**config.mk**
```make
export PLATFORM = sky130hd
export DESIGN_NAME = reg_wb_sched
export DESIGN_NICKNAME = d
export VERILOG_FILES = /design/src/rtl/reg_wb_sched.sv
export SDC_FILE = /design/constraint.sdc
export NUM_CORES = 1
export LEC_CHECK = 0
export CAP_MARGIN = 40
export CORE_ASPECT_RATIO = 0.7
export CORE_MARGIN = 2
export CORE_UTILIZATION = 38
export DETAILED_ROUTE_END_ITERATION = 10
export PLACE_DENSITY_LB_ADDON = 0.05
export SLEW_MARGIN = 5
export SYNTH_ARGS = -nofsm -noshare
export SYNTH_HDL_FRONTEND = slang
export SYNTH_SLANG_ARGS = --single-unit
```
**constraint.sdc**
```tcl
create_clock -name clk -period 2.05 [get_ports clk]
set_input_delay 0.3075 -clock clk [delete_from_list [all_inputs] [get_ports clk]]
set_output_delay 0.3075 -clock clk [all_outputs]
set_load 0.01 [all_outputs]
```
**src/rtl/reg_wb_sched.sv**
```systemverilog
// rtl/reg_wb_sched.sv - write-back arbiter and RAW/WAW hazard scoreboard for the register file
// Optional: define WB_RR_EN for round-robin arbitration; default is fixed priority LSU > MDU > EXU.
module reg_wb_sched #(
  parameter int DATA_W = 32
) (
  input  logic              clk,
  input  logic              rst,
  input  logic              issue_valid,
  input  logic              issue_wen,
  input  logic [4:0]        issue_rd,
  input  logic [4:0]        issue_rs1,
  input  logic [4:0]        issue_rs2,
  output logic              issue_ready,
  input  logic              exu_valid,
  input  logic [4:0]        exu_rd,
  input  logic [DATA_W-1:0] exu_data,
  output logic              exu_ready,
  input  logic              lsu_valid,
  input  logic [4:0]        lsu_rd,
  input  logic [DATA_W-1:0] lsu_data,
  output logic              lsu_ready,
  input  logic              mdu_valid,
  input  logic [4:0]        mdu_rd,
  input  logic [DATA_W-1:0] mdu_data,
  output logic              mdu_ready,
  output logic              write_reg,
  output logic [4:0]        target_reg,
  output logic [DATA_W-1:0] write_rd_data,
  output logic [31:0]       busy_mask,
  output logic              wb_err
);

  logic [31:0]       busy;
  logic [31:0]       busy_nxt;
  logic [2:0]        req;
  logic [2:0]        gnt;
  logic              gnt_any;
  logic [4:0]        gnt_rd;
  logic [DATA_W-1:0] gnt_data;
  logic              issue_fire;

  assign req = {mdu_valid, lsu_valid, exu_valid};

`ifdef WB_RR_EN
  // rr_ptr is the first source searched: 0=EXU, 1=LSU, 2=MDU
  logic [1:0] rr_ptr;

  always_comb begin
    gnt = 3'b000;
    case (rr_ptr)
      2'd1: begin
        if (req[1])      gnt = 3'b010;
        else if (req[2]) gnt = 3'b100;
        else if (req[0]) gnt = 3'b001;
      end
      2'd2: begin
        if (req[2])      gnt = 3'b100;
        else if (req[0]) gnt = 3'b001;
        else if (req[1]) gnt = 3'b010;
      end
      default: begin
        if (req[0])      gnt = 3'b001;
        else if (req[1]) gnt = 3'b010;
        else if (req[2]) gnt = 3'b100;
      end
    endcase
  end

  always_ff @(posedge clk or posedge rst) begin
    if (rst) begin
      rr_ptr <= 2'd0;
    end else if (gnt[0]) begin
      rr_ptr <= 2'd1;
    end else if (gnt[1]) begin
      rr_ptr <= 2'd2;
    end else if (gnt[2]) begin
      rr_ptr <= 2'd0;
    end
  end
`else
  always_comb begin
    gnt = 3'b000;
    if (req[1])      gnt = 3'b010;
    else if (req[2]) gnt = 3'b100;
    else if (req[0]) gnt = 3'b001;
  end
`endif

  assign exu_ready = gnt[0];
  assign lsu_ready = gnt[1];
  assign mdu_ready = gnt[2];
  assign gnt_any   = |gnt;

  always_comb begin
    gnt_rd   = 5'd0;
    gnt_data = '0;
    if (gnt[0]) begin
      gnt_rd   = exu_rd;
      gnt_data = exu_data;
    end else if (gnt[1]) begin
      gnt_rd   = lsu_rd;
      gnt_data = lsu_data;
    end else if (gnt[2]) begin
      gnt_rd   = mdu_rd;
      gnt_data = mdu_data;
    end
  end

  // Bit 0 of busy is held at zero, so index 0 never reports a hazard.
  assign issue_ready = !(busy[issue_rs1] || busy[issue_rs2] ||
                         (issue_wen && busy[issue_rd]));
  assign issue_fire  = issue_valid && issue_ready;

  // WAW stalls guarantee the set and clear below never hit the same bit.
  always_comb begin
    busy_nxt = busy;
    if (write_reg) busy_nxt[target_reg] = 1'b0;
    if (issue_fire && issue_wen && (issue_rd != 5'd0)) busy_nxt[issue_rd] = 1'b1;
    busy_nxt[0] = 1'b0;
  end

  always_ff @(posedge clk or posedge rst) begin
    if (rst) begin
      busy <= 32'd0;
    end else begin
      busy <= busy_nxt;
    end
  end

  always_ff @(posedge clk or posedge rst) begin
    if (rst) begin
      write_reg     <= 1'b0;
      target_reg    <= 5'd0;
      write_rd_data <= '0;
    end else begin
      write_reg <= gnt_any && (gnt_rd != 5'd0);
      if (gnt_any) begin
        target_reg    <= gnt_rd;
        write_rd_data <= gnt_data;
      end
    end
  end

  always_ff @(posedge clk or posedge rst) begin
    if (rst) begin
      wb_err <= 1'b0;
    end else if (gnt_any && (gnt_rd != 5'd0) && !busy[gnt_rd]) begin
      wb_err <= 1'b1;
    end
  end

  assign busy_mask = busy;

endmodule

```
* Yosys cells after proc, flatten, opt, wreduce, memory -nomap -nowiden *
Index checks and enable logic that the tools add are counted.

word-level totals
  bits in registers = 70
  bits in latches = 0
  bits in writable memories = 0
  bits in read-only memories = 0
  output and inout port bits = 75
  word-level logic and storage cells = 53
  memories kept = 0

operators by class
  $add $sub $neg = 0
  $mul = 0
  divide/modulo/power cells = 0
  magnitude comparators = 7
  equal/unequal tests = 0
  shifts and indexed selects = 0
  mux-type cells = 23
  bitwise logic cells = 3
  reduce and logical (&&, ||, !) cells = 15

operators with widths
  operator                                                                              number
  32-bit two-way mux                                                                    5
  32-bit AND                                                                            1
  32-bit inverter                                                                       1
  32-bit OR                                                                             1
  5-bit by 6-bit less-than comparator with 1-bit output (second input constant)         5
  1-bit binary-select mux with 5-bit select                                             4
  5-bit two-way mux                                                                     3
  1-bit demux with 5-bit select                                                         2
  5-bit by 1-bit greater-or-equal comparator with 1-bit output (second input constant)  2
  5-bit nonzero test                                                                    2
  1-bit logical AND                                                                     8
  1-bit two-way mux                                                                     7
  3-bit two-way mux                                                                     2
  3-bit OR reduction                                                                    1
  1-bit logical NOT                                                                     2
  1-bit logical OR                                                                      2

* Logic depth before layout (Yosys ltp) *
Gate-level depths: netlist of run 1.

  depth in word-level cells = 10
  depth in mapped cells = 8

* Worst setup path before layout of run 1 *
Ideal clock, no wire load.

  kind = input to output
  from = input port issue_rs2[3]
  to = output port issue_ready
  arrival time = 1952 ps
  path slack = -209 ps
  cell stages on the path = 5
  path buffers = 1
  cells stage by stage = clkbuf_1 -> mux4_2 -> mux4_2 -> mux2i_4 -> and3_1

between the ends
  longest elaborated chain between the ends = 5

ends and longest elaborated chain
  item                                       line  RTL
  start: declaration                         12    input logic [4:0] issue_rs2,
  1-bit binary-select mux with 5-bit select  110   assign issue_ready = !(busy[issue_rs1] || busy[issue_rs2] ||
  1-bit two-way mux (not written as such)    110
  1-bit logical OR (2 in series)             110
  1-bit logical NOT                          110
  end: declaration                           13    output logic issue_ready,

Every way passes these cells. The select of a mux whose other input is x is not followed.

* Worst setup path in the final report of run 1 *
  from = register busy[16], in the netlist busy_mask[16]
  to = output port issue_ready

between the ends
  longest elaborated chain between the ends = 5

ends and longest elaborated chain
  item                                                          line      RTL
  start: declaration                                            33        logic [31:0] busy;
  start signal: assignment                                      126       busy <= busy_nxt;
  1-bit binary-select mux with 5-bit select (on tied branches)  110, 111
  1-bit two-way mux (on tied branches)                          110, 111
  1-bit logical OR or 1-bit logical AND (tied branches)         110, 111
  1-bit logical OR (*)                                          110
  1-bit logical NOT (*)                                         110

Mark *: on every way between the ends. The rest lies on a longest branch, timed or not. The select of a mux whose other input is x is not followed.

==> reports/results.tsv, run 1 <==
metric	value	unit
setup_viol	32	
grt.total_usage	31.0	%
antenna_cells	0	
rsz0062_at_grt	yes	
ys_warn_count	0	
vias	5210	
cts_buffer_depth	2	
dr_wl_met2	8090	um
maxCapViolCount	0	
async_flop_share	100	%
start_kind	flop	
fin_hold_ws	287	ps
violations	negative setup slack	
power.density	904	mW/mm^2
gp_congestion	0.957	
synth_cell_types	44	
yosysSeqAreaShare	39.5	%
h-tree-depth	3	
holdCritPathClass	in2reg	
postSynthAreaPerCell	9.47	um^2
post-place-ws	-1090	ps
vias_per_cell	5.66	
maxSlewViolCount	0	
max-vdd-ir-drop	728	uV
fin_crit_sh	124	%
dieArea	0.0126	mm^2
fp.dieW	133	um
hold_viol_final	0	
synth_area_leaders	dfrtp_1, mux4_2, o21ai_0, a22oi_1, mux2i_1	
slowest_stage	mux4_2	
first_global_vias	5419	
critPathKind	reg2out	
nFillCells	861	
synth_fp_nets	601	
critical_path.max_stage_delay	490	ps
min_period	2550	ps
cp_max_fo	4	
finClkSkew	7.25	ps
fin_util	70.8	%
cts_tree	yes	
max_slew_margin	65.2	%
clkTransAtPathRegs	60	ps
area_delta_synth_final	78.3	%
grt_max_degree	71	
finalPower	7150	uW
drt-total-wl	18900	um
multi_input_area	0.00261	mm^2
syn_area	0.00443	mm^2
holdBufCountCts	0	
die_y	94.4	um
final_cells	921	
end_kind	output pin	
ys_ff_latch	70	
cts.sinks	70	
ios	208	
drt_first_pass_iters	6	
drt.antenna.violating_nets	0	
tightestPinTransition	522	ps
largest_register_ffs	32	
insertion_delay	320	ps
arrival	2240	ps
yosysTopAreaCell	dfrtp_1	
num_rows	32	
synth_top_area_share	39.5	%
antenna_found_initial	0	
synth_enable_flop_cells	0	
synth_common_cells	o21ai_0, dfrtp_1, a22oi_1, a21oi_1, nor2_1	
placed_cells	900	
yosysMostFrequentCell	o21ai_0	
layout_setup_ws	-498	ps
io_buffers	206	
worstPathRequired	1740	ps
grt_pass1_wl	29600	um
routed.top_layer	met4	
dp_hpwl	14700	um
routed-wl-met3	2180	um
grt-ovfl-total	0	
route.detailed.wl_per_inst	20.5	um
drt_iter0_drc	389	
max_freq	0.393	GHz
cts_buffers	9	
synth_cells	468	
leakage	0.00330	uW
drc_errors	0	
initial_utilization	39.7	%
crit_top_cell	mux4_2	
crit_chain	mux4_2, mux4_2, mux2i_4, and3_4, buf_6	
status	complete, but fails checks	
seq_area	0.00176	mm^2
layout.nets	898	
ys.flop_type	dfrtp_1	
drive_gt1_share	25.7	%
coreArea	0.0112	mm^2
root_buffer	clkbuf_16	
m1WireLength	8250	um
## worst paths after layout
| kind | slack [ps] | cells past startpoint | start | end |
|---|---|---|---|---|
| min reg2reg | 500 | 2 | write_rd_data[2] | write_rd_data[2] |
| max in group asynchronous | 1270 | 3 | rst | busy_mask[16] |
| min | 290 | 2 | lsu_valid | write_rd_data[12] |
| max | -500 | 5 | busy_mask[16] | issue_ready |
| min in group asynchronous | 440 | 3 | rst | busy_mask[6] |
| max reg2reg | -470 | 8 | busy_mask[16] | busy_mask[29] |
## timing repair
action / in CTS / in global routing
setup buffers: 4 / 5
resized for setup: 58 / 25
pin swaps: 3 / 0
setup endpoints to repair: 34 / 33
## metal layers
metal,vias to the layer above,global-route usage [%]
met2,288,46.3
met4,0,9.41
met5,-,0
li1,2377,-
met3,35,10.7
met1,2510,42.7
## power by group
part	switching, uW	internal (uW)	total, uW	leakage (uW)
Combinational	1470	2080	3550	0.00232
Clock	549	903	1450	0.000138
Sequential	438	1700	2140	0.000845
Total	2460	4690	7150	0.00330
## critical path, delay by kind of cell, from the launching register on
family	cells	cell delay, ps
multiplexers	3	1150
flip-flops	1	460
buffers and inverters	1	90
AND/OR/NAND/NOR	1	210
## kinds of logic after synthesis
family,synth area share [%]
buffers and inverters,4.40
AND/OR/NAND/NOR,11.8
other,0.0846
flip-flops,39.5
multiplexers,17.3
AO/OA/AOI/OAI,26.8
## cell type report
cell class / count / area share [%]
Timing Repair Buffer: 325 / 38.4
Multi-Input combinational cell: 350 / 33.0
Sequential cell: 70 / 22.2
Clock buffer: 13 / 3.42
Tap cell: 153 / 2.42
Inverter: 9 / 0.475
Clock inverter: 1 / 0.0633
## per-stage QoR
stage               TNS, ps  cell area (um^2)
global route         -13350              7900
floorplan             -51.6              4480
detailed placement   -25350              7410
finish               -11130              7900
CTS                   -9440              7790
global placement     -23760              7410
## placed cells by master, fill, tap and decap left out, drive strengths merged, types with 3 or more instances in the layout
cell type      Yosys  routed
nand2b             7       7
dfrtp             70      70
dlygate4sd2        0       5
inv                8       7
mux4              21      21
nor3               4       4
clkdlybuf4s50      0     195
nor2              28      28
clkbuf            25      13
nor2b              3       3
o22ai             13      13
nand4              4       4
nand3              6       6
a21oi             35      35
dlymetal6s2s       0       3
nor3b              6       6
buf               14     122
or3b               4       4
mux2i             27      27
a21o               3       3
o21a               3       3
o21ai             90      90
a22oi             40      40
a221oi             4       4
nand3b             9       9
nand2             22      22
(Power assumes the default switching activity.)
==> run 2, diff against run 1 <==
Settings changed: CTS_BUF_LIST set to sky130_fd_sc_hd__clkbuf_16, CTS_CLUSTER_SIZE set to 12.
==> reports/results.tsv, run 2 (same netlist as run 1, synthesis figures left out) <==
metric	value	unit	change
status	complete, but fails checks		unchanged
violations	negative setup slack		unchanged
h-tree-depth	3		unchanged
cts_tree	yes		unchanged
hold_viol_final	0		unchanged
crit_top_cell	mux4_2		unchanged
first_global_vias	5403		was 5419
clkTransAtPathRegs	50	ps	was 60 ps
route.detailed.wl_per_inst	20.5	um	about the same
grt_pass1_wl	29600	um	about the same
fin_crit_sh	124	%	about the same
gp_congestion	0.957		unchanged
coreArea	0.0112	mm^2	unchanged
root_buffer	clkbuf_16		unchanged
layout_setup_ws	-499	ps	was -498 ps
hp-start	lsu_valid		unchanged
holdCritPathClass	in2reg		unchanged
critPathKind	reg2out		unchanged
netSwitchingFraction	35.0	%	was 34.4%
min_path_cells	2		unchanged
ios	208		unchanged
insertion_delay	320	ps	about the same
layout.nets	898		unchanged
pwr-share-comb	50.5	%	was 49.7%
area_delta_synth_final	77.6	%	was 78.3%
power.density	893	mW/mm^2	was 904 mW/mm^2
slowest_stage	mux4_2		unchanged
end_kind	output pin		unchanged
reg2reg_from	busy_mask[16]		unchanged
largest_register_ffs	32		unchanged
clkPwrFrac	18.9	%	was 20.3%
nFillCells	871		was 861
cts_buffer_depth	2		unchanged
vias	5193		was 5210
fp.dieW	133	um	unchanged
worstPathRequired	1740	ps	about the same
num_rows	32		unchanged
drt-total-wl	18900	um	about the same
design_area	0.00787	mm^2	was 0.00790 mm^2
drive_gt1_share	25.3	%	was 25.7%
fin_util	70.5	%	was 70.8%
finClkSkew	5.86	ps	was 7.25 ps
initial_utilization	39.7	%	unchanged
holdBufCountCts	0		unchanged
arrival	2240	ps	about the same
cts_buffers	9		unchanged
layout_commonest_cell	clkdlybuf4s50_1		unchanged
setup_viol	32		unchanged
drt.antenna.violating_nets	0		unchanged
io_buffers	206		unchanged
dp_hpwl	14700	um	unchanged
drc_errors	0		unchanged
grt.total_usage	31.0	%	about the same
rsz0062_at_grt	yes		unchanged
rrSetupSlack	-470	ps	about the same
vias_per_cell	5.64		was 5.66
tightestPinTransition	513	ps	was 522 ps
worst-r2r-cell-count	8		unchanged
p_sw	2460	uW	about the same
cp_max_fo	4		unchanged
leakage	0.00329	uW	was 0.00330 uW
seq_power_share	30.6	%	was 29.9%
maxCapViolCount	0		unchanged
antenna_found_initial	0		unchanged
grt-ovfl-total	0		unchanged
die_y	94.4	um	unchanged
cts.sinks	70		unchanged
holdPathEnd	write_rd_data[12]		unchanged
r2r-end	busy_mask[29]		unchanged
drt_first_pass_iters	4		was 6
finalPower	7030	uW	was 7150 uW
place_area	0.00741	mm^2	unchanged
drt_iter0_drc	357		was 389
max_slew_margin	65.7	%	was 65.2%
antenna_cells	0		unchanged
crit_chain	mux4_2, mux4_2, mux2i_4, and3_4, buf_6		unchanged
dieArea	0.0126	mm^2	unchanged
p_int	4570	uW	was 4690 uW
max-vdd-ir-drop	732	uV	was 728 uV
start_kind	flop		unchanged
final_cell_mix	clkdlybuf4s50_1, buf_4, dfrtp_1, o21ai_0, a22oi_1		unchanged
critical_path.max_stage_delay	490	ps	about the same
maxSlewViolCount	0		unchanged
max_freq	0.392	GHz	was 0.393 GHz
grt_max_degree	71		unchanged
min_period	2550	ps	about the same
==> run 2: timing repair <==
item                                    4_1_cts  5_1_grt
gates resized for setup                      58       25
pin swaps                                     3        0
endpoints found under the setup margin       34       33
setup buffers                                 4        5
==> run 2: power groups by stage <==
stage,logic [uW],registers (uW),clock network (uW)
final,3550,2150,1330
after detailed placement,3280,2130,0
after global routing,3770,2180,1420
after CTS,3390,2120,1360
after floorplan,1050,2170,0
after global placement,3260,2120,0
==> run 2: layer usage <==
metal	GRT usage, %	wire length [um]	part of all wire, %	vias to the layer above
li1	-	-	-	2374
met1	42.9	8450	45	2526
met2	46.0	8070	43	258
met3	10.8	1980	10	35
met4	9.14	399	2.1	0
met5	0	0	0	-
==> run 2: how the worst max path moves through the flow <==
| stage | from | depth (start not counted) | slack (ps) | to |
|---|---|---|---|---|
| 6_report | busy_mask[16] | 5 | -500 | issue_ready |
| 5_1_grt | busy_mask[16] | 5 | -550 | issue_ready |
| 3_3_place_gp | issue_rs2[1] | 6 | -1060 | issue_ready |
| 4_1_cts | busy_mask[19] | 5 | -480 | issue_ready |
| 2_1_floorplan | issue_rs2[3] | 5 | -50 | issue_ready |
| 3_5_place_dp | issue_rs2[1] | 6 | -1090 | issue_ready |
==> run 2: cell type report <==
class                           count  area (um^2)  area share (%)
Inverter                            9         37.5           0.477
Clock buffer                        9          225            2.86
Sequential cell                    70         1760            22.3
Timing Repair Buffer              325         3040            38.6
Clock inverter                      5         20.0           0.254
Multi-Input combinational cell    350         2600            33.1
Tap cell                          153          191            2.43
==> run 2: through the flow <==
stage	TNS, ps	hold slack (ps)	instances	setup WS [ps]
floorplan	-51.6	442	468	-51.6
global placement	-23760	490	900	-1060
detailed placement	-25350	495	900	-1090
finish	-11130	288	921	-499
global route	-13390	309	921	-554
CTS	-9450	280	918	-477
==> run 2: critical path: cells and delay by family, from the launching register on <==
kind	cells	cell delay (ps)
flops	1	460
mux	3	1150
buf+inv	1	90
simple gates	1	210
